`src/rtl/barrel_shift_pkg.sv`:
```
// Shared types and constants for the pipelined barrel shifter.
// Latency: n/a (types and constant helpers only).
// Backpressure: n/a.
package barrel_shift_pkg;

    // Operation encoding carried on in_op and through every rank.
    localparam logic [1:0] OP_SLL = 2'b00;  // logical left, zero fill
    localparam logic [1:0] OP_SRL = 2'b01;  // logical right, zero fill
    localparam logic [1:0] OP_SRA = 2'b10;  // arithmetic right, sign fill
    localparam logic [1:0] OP_ROR = 2'b11;  // rotate right

    typedef enum logic [1:0] {
        SHIFT_SLL = OP_SLL,
        SHIFT_SRL = OP_SRL,
        SHIFT_SRA = OP_SRA,
        SHIFT_ROR = OP_ROR
    } shift_op_e;

    // Number of register ranks for a given number of mux levels.
    function automatic int num_ranks(input int levels, input int reg_every);
        return (levels + reg_every - 1) / reg_every;
    endfunction

endpackage

```
`src/rtl/barrel_shift_level.sv`:
```
// One mux level of the barrel shifter: shift/rotate by a fixed AMT when en=1, else pass.
// Latency: combinational.
// Backpressure: none (pure datapath).
//
// Ports: data (operand), en (this level's shamt bit), op (shift_op_e), result.
module barrel_shift_level
    import barrel_shift_pkg::*;
#(
    parameter int WIDTH = 32,
    parameter int AMT   = 1
) (
    input  logic [WIDTH-1:0] data,
    input  logic             en,
    input  shift_op_e        op,
    output logic [WIDTH-1:0] result
);

    always_comb begin
        result = data;
        if (en) begin
            case (op)
                SHIFT_SLL: result = data << AMT;
                SHIFT_SRL: result = data >> AMT;
                // Arithmetic shifts compose, so the MSB seen here is always the
                // original operand's sign bit.
                SHIFT_SRA: result = WIDTH'($signed(data) >>> AMT);
                SHIFT_ROR: result = {data[AMT-1:0], data[WIDTH-1:AMT]};
                default:   result = data;
            endcase
        end
    end

endmodule

```
`src/rtl/barrel_shift_pipe.sv`:
```
// Pipelined barrel shifter (SLL/SRL/SRA/ROR) with a sideband tag carried alongside.
// Latency: R = ceil(log2(WIDTH)/REG_EVERY) cycles from acceptance, one op per cycle.
// Backpressure: whole pipe stalls while out_valid && !out_ready; in_ready = out_ready || !out_valid.
//
// Ports: clk, rst (async active-high); in_valid/in_ready/in_data/in_shamt/in_op/in_tag;
//        out_valid/out_ready/out_data/out_tag; out_zero only when BARREL_SHIFT_ZERO_FLAG_EN
//        is defined (out_zero = (out_data == 0), registered with the last rank).
module barrel_shift_pipe
    import barrel_shift_pkg::*;
#(
    parameter int WIDTH     = 32,
    parameter int REG_EVERY = 2,
    parameter int TAG_W     = 4
) (
    input  logic                     clk,
    input  logic                     rst,
    input  logic                     in_valid,
    output logic                     in_ready,
    input  logic [WIDTH-1:0]         in_data,
    input  logic [$clog2(WIDTH)-1:0] in_shamt,
    input  logic [1:0]               in_op,
    input  logic [TAG_W-1:0]         in_tag,
    output logic                     out_valid,
    input  logic                     out_ready,
    output logic [WIDTH-1:0]         out_data,
    output logic [TAG_W-1:0]         out_tag
`ifdef BARREL_SHIFT_ZERO_FLAG_EN
    ,
    output logic                     out_zero
`endif
);

    localparam int LEVELS = $clog2(WIDTH);
    localparam int RANKS  = num_ranks(LEVELS, REG_EVERY);

    // Single advance enable: every rank moves together or holds together.
    logic adv;

    // Rank boundaries: index 0 is the input port, index r+1 is rank r's register.
    // Shamt/op are only needed ahead of the last rank.
    logic              bnd_vld   [RANKS+1];
    logic [WIDTH-1:0]  bnd_data  [RANKS+1];
    logic [TAG_W-1:0]  bnd_tag   [RANKS+1];
    logic [LEVELS-1:0] bnd_shamt [RANKS];
    shift_op_e         bnd_op    [RANKS];

    logic [WIDTH-1:0]  lvl_out   [LEVELS];

    assign adv      = out_ready || !out_valid;
    assign in_ready = adv;

    assign bnd_vld[0]   = in_valid;
    assign bnd_data[0]  = in_data;
    assign bnd_tag[0]   = in_tag;
    assign bnd_shamt[0] = in_shamt;
    assign bnd_op[0]    = shift_op_e'(in_op);

    assign out_valid = bnd_vld[RANKS];
    assign out_data  = bnd_data[RANKS];
    assign out_tag   = bnd_tag[RANKS];

    // Mux levels: level k belongs to segment k/REG_EVERY; the first level of a
    // segment reads the preceding rank, the rest chain combinationally.
    for (genvar k = 0; k < LEVELS; k++) begin : g_lvl
        localparam int SEG = k / REG_EVERY;
        logic [WIDTH-1:0] lvl_in;

        if (k % REG_EVERY == 0) begin : g_head
            assign lvl_in = bnd_data[SEG];
        end else begin : g_chain
            assign lvl_in = lvl_out[k-1];
        end

        barrel_shift_level #(
            .WIDTH (WIDTH),
            .AMT   (1 << k)
        ) u_level (
            .data   (lvl_in),
            .en     (bnd_shamt[SEG][k]),
            .op     (bnd_op[SEG]),
            .result (lvl_out[k])
        );
    end

    // Register ranks: rank r captures the output of the last level of segment r.
    for (genvar r = 0; r < RANKS; r++) begin : g_rank
        localparam int LAST_LVL = ((r + 1) * REG_EVERY > LEVELS) ? LEVELS - 1
                                                                 : (r + 1) * REG_EVERY - 1;
        logic             vld_q;
        logic [WIDTH-1:0] data_q;
        logic [TAG_W-1:0] tag_q;

        always_ff @(posedge clk or posedge rst) begin
            if (rst) begin
                vld_q  <= 1'b0;
                data_q <= '0;
                tag_q  <= '0;
            end else if (adv) begin
                vld_q  <= bnd_vld[r];
                data_q <= lvl_out[LAST_LVL];
                tag_q  <= bnd_tag[r];
            end
        end

        assign bnd_vld[r+1]  = vld_q;
        assign bnd_data[r+1] = data_q;
        assign bnd_tag[r+1]  = tag_q;

        // Control for the remaining levels; the full shamt is kept, downstream
        // segments only consult the bits of their own levels.
        if (r < RANKS - 1) begin : g_ctl
            logic [LEVELS-1:0] shamt_q;
            shift_op_e         op_q;

            always_ff @(posedge clk or posedge rst) begin
                if (rst) begin
                    shamt_q <= '0;
                    op_q    <= SHIFT_SLL;
                end else if (adv) begin
                    shamt_q <= bnd_shamt[r];
                    op_q    <= bnd_op[r];
                end
            end

            assign bnd_shamt[r+1] = shamt_q;
            assign bnd_op[r+1]    = op_q;
        end
    end

`ifdef BARREL_SHIFT_ZERO_FLAG_EN
    // Computed from the final level so it lands in the same cycle as out_data.
    logic zero_q;

    always_ff @(posedge clk or posedge rst) begin
        if (rst) begin
            zero_q <= 1'b0;
        end else if (adv) begin
            zero_q <= (lvl_out[LEVELS-1] == '0);
        end
    end

    assign out_zero = zero_q;
`endif

endmodule

```
`config.mk`:
```
export PLATFORM = sky130hd
export DESIGN_NAME = barrel_shift_pipe
export DESIGN_NICKNAME = d
export VERILOG_FILES = /design/src/rtl/barrel_shift_pkg.sv /design/src/rtl/barrel_shift_level.sv /design/src/rtl/barrel_shift_pipe.sv
export SDC_FILE = /design/constraint.sdc
export NUM_CORES = 1
export LEC_CHECK = 0
export CAP_MARGIN = 0
export CORE_MARGIN = 8
export CORE_UTILIZATION = 45
export DETAILED_ROUTE_END_ITERATION = 7
export GPL_ROUTABILITY_DRIVEN = 0
export GPL_TIMING_DRIVEN = 0
export PLACE_DENSITY = 0.62
export SLEW_MARGIN = 25
export SYNTH_ARGS = -nofsm -noshare
export SYNTH_HDL_FRONTEND = slang
export SYNTH_HIERARCHICAL = 1
export SYNTH_SLANG_ARGS = --single-unit
```
`constraint.sdc`:
```
create_clock -name clk -period 7.4 [get_ports clk]
set_input_delay 1.48 -clock clk [delete_from_list [all_inputs] [get_ports clk]]
set_output_delay 1.48 -clock clk [all_outputs]
set_load 0.01 [all_outputs]
```
==> metrics.cfg, run 1 <==
[grt]
grt_pass1_vias=6533
gr-usage-met2_pct=31.9
gr-usage-met3_pct=3.73
busiest_layer=met2
antenna_found_initial=0
grt_overflow=0
grt_pass1_wl_um=36900
grt_usage_pct=19.6
met1_usage_pct=25.3
grt_max_degree=85

[yosys]
synthArstFlopShare_pct=100
synth-seq-area-share_pct=34.9
ys_top_cells_by_area=dfrtp_1 35%, mux2_4 17%, mux2i_1 13%, a21oi_1 6.6%, nor2_1 4.3%
syn_area_per_cell_um2=10.0
synth_area_um2=8520
synthesis.nets=898
ys_seq_elements=119
post-synth-top-area-cell=dfrtp_1
synth_cell_types=33
yosysTopAreaCellShare_pct=34.9
ys_warn_count=6
synth_edf_count=0
synthCells=851
ys.flop_type=dfrtp_1

[route]
drt-pass1-iter-count=4
via_count=6606
routed_wl_um=22900
drc=0
drt_iter0_markers=477
postRouteAntennaNets=0
wl_per_cell_um=19.0
vias_per_cell=5.50

[timing]
post-route-period-util_pct=61.6
hold_viol=0
worstMarginPinSlew_ns=0.567
setup_tns_ns=0
max_slew_margin_pct=62.2
slew_violations=0
min_period_ns=4.56
fin_skew_ns=0.00527
setup_viol=0
fmax_ghz=0.219
rsz0062_at_grt=false

[clock_tree]
clk_latency_ns=0.42
ctsHtreeMaxLevel=4
cts.path.max_buffers=2
numCtsBuffers=17
postCtsSetupBuffers=0
root_buffer=clkbuf_16
holdBufCountCts=0
cts_sinks=119
clkTransAtPathRegs_ns=0.06
cts_resized=0
cts_tree=built

[worst_setup_path]
cp-end-kind=output pin
worstPathRequired_ns=5.92
rr_worst_depth=9
path_max_fanout=10
cp-endpoint=in_ready
r2r_end=g_lvl[4].lvl_in[26]
critPathLaunch=out_ready
path_class=primary input to output pin
arrival_ns=3.08
r2r_slack_ns=5.12
cp-start-kind=primary input
reg2reg_from=g_rank[0].g_ctl.shamt_q[2]

[place]
port_buffers=83
dp_hpwl_um=17600
dpl.cell_count=1169

[power_and_ir_drop]
swShare_pct=36.0
intPower_mw=2.39
combPwrFrac_pct=46.1
p_seq_share_pct=31.0
peakVddDrop_v=0.000142
clock_power_share_pct=22.9
power.leakage_nw=4.60
p_per_area_nw_per_um2=362
p_sw_mw=1.34

[hold_path]
holdCritPathClass=flip-flop to flip-flop

[outcome]
status=complete, no violations

[layout]
antenna_cells=0
instances_no_fill=1201
nNetsFinal=1001
fillers=1694
drive_gt1_share_pct=21.8
area_growth_pct=20.8

[die]
io_pins=85
dieArea_um2=23600
fp.dieH_um=154
initial_utilization_pct=45.7
core_um2=18600
row_count=50
fp.dieW_um=154

[flow_run]
drv_cap=0

-- cells in the mapped netlist, types with 5 or more instances --
| library cell | instances |
|---|---|
| buf_6 | 18 |
| nor2_1 | 98 |
| mux2_2 | 20 |
| buf_4 | 5 |
| nand2_1 | 49 |
| o211ai_1 | 15 |
| buf_8 | 5 |
| o22ai_1 | 30 |
| a21oi_1 | 113 |
| dfrtp_1 | 119 |
| o22a_1 | 15 |
| mux2i_1 | 109 |
| o21a_1 | 11 |
| nand2b_1 | 16 |
| inv_1 | 33 |
| nand3_1 | 31 |
| mux2_4 | 98 |
| clkbuf_1 | 21 |
| buf_2 | 20 |
-- worst min-delay path by stage --
stage	startpoint	endpoint	slack, ns	cells after the start
floorplan	g_rank[1].vld_q	out_valid	0.43	1
global placement	g_rank[1].vld_q	out_valid	0.46	1
CTS	g_rank[1].vld_q	out_valid	0.49	1
detailed placement	g_rank[1].vld_q	out_valid	0.47	1
global route	g_rank[1].vld_q	out_valid	0.51	1
finish	g_rank[1].vld_q	out_valid	0.49	1
-- per-layer routing --
layer / vias to the layer above / wire length, um
met4: 0 / 624
met2: 189 / 11000
met3: 35 / 1000
met1: 3171 / 10300
met5: - / 0
li1: 3211 / -
-- state kept, by name (all words and copies together), names as in the netlist --
register	cells
g_rank.g_ctl.shamt_q	4
g_lvl.lvl_in	64
g_rank.vld_q	2
g_rank.g_ctl.op_q	4
out_valid	1
out_data	32
g_rank.tag_q	8
out_tag	4
-- area by class of cell --
cell class,count,area [um^2],share of cell area [%]
repair buffers,84,858,8.33
plain buffers,75,566,5.49
clock inverters,15,190,1.85
clock buffers,17,425,4.13
well taps,234,293,2.84
inverters,33,131,1.28
multi-input cells,624,4860,47.2
flip-flops and latches,119,2980,28.9
-- stage by stage --
step / hold slack (ns) / util, % / instance area (um^2) / setup slack (ns) / power, mW
after floorplan: 0.435 / - / 8520 / 2.76 / 2.29
after global routing: 0.509 / 55.2 / 10300 / 2.79 / 3.95
after CTS: 0.492 / 55.2 / 10300 / 2.82 / 3.75
after detailed placement: 0.475 / 51.9 / 9680 / 2.83 / 2.88
final: 0.488 / 55.2 / 10300 / 2.84 / 3.73
after global placement: 0.457 / 51.8 / 9650 / 1.01 / 2.86
-- cell families (layout without fill, tap and decap cells) --
kind of cell	Yosys count	in the layout	synth area share (%)
muxes	227	227	32.7
and+or+nand+nor	207	207	11.0
AOI/OAI and AO/OA	190	190	13.2
DFF	119	119	34.9
buffers and inverters	108	224	8.09
-- cells in the final DEF, fill, tap and decap left out, types with 5 or more instances in the layout --
cell type,synthesis,final
dfrtp_1,119,119
a21oi_1,113,113
mux2i_1,109,109
mux2_4,98,98
nor2_1,98,98
clkdlybuf4s50_1,0,83
nand2_1,49,49
inv_1,33,32
nand3_1,31,31
o22ai_1,30,30
clkbuf_1,21,21
buf_2,20,20
mux2_2,20,20
buf_6,18,18
clkbuf_16,0,17
nand2b_1,16,16
o211ai_1,15,15
o22a_1,15,15
o21a_1,11,11
inv_6,0,8
buf_8,5,5
buf_4,5,5
-- power groups by stage --
stage | Combinational (mW) | Clock (mW) | Sequential, mW
global route | 1.86 | 0.900 | 1.19
global placement | 1.69 | 0 | 1.17
finish | 1.72 | 0.853 | 1.15
detailed placement | 1.71 | 0 | 1.17
CTS | 1.72 | 0.872 | 1.16
floorplan | 1.17 | 0 | 1.12
-- worst max-delay path, stage by stage --
cell             delay [ns]
clkdlybuf4s50_1        0.45
nand2b_4               0.12
buf_6                  0.21
buf_6                  0.22
clkdlybuf4s50_1        0.58
No activity file was read; power rests on OpenSTA's default activity.
==> inputs of run 2 (changes only) <==
==> constraint.sdc (replaced) <==
create_clock -name clk -period 4.5 [get_ports clk]
set_input_delay 0.9 -clock clk [delete_from_list [all_inputs] [get_ports clk]]
set_output_delay 0.9 -clock clk [all_outputs]
set_load 0.01 [all_outputs]
==> results of run 2 <==
Same layout as run 1 (identical final DEF). Status: complete, no violations.
Among the figures that moved: setup slack after placement 2.83 ns -> 1.09 ns; setup slack after layout 2.84 ns -> 1.10 ns; register-to-register setup slack 5.12 ns -> 2.22 ns; total power 3.73 mW -> 6.13 mW; worst IR drop on VDD 0.000142 V -> 0.000234 V
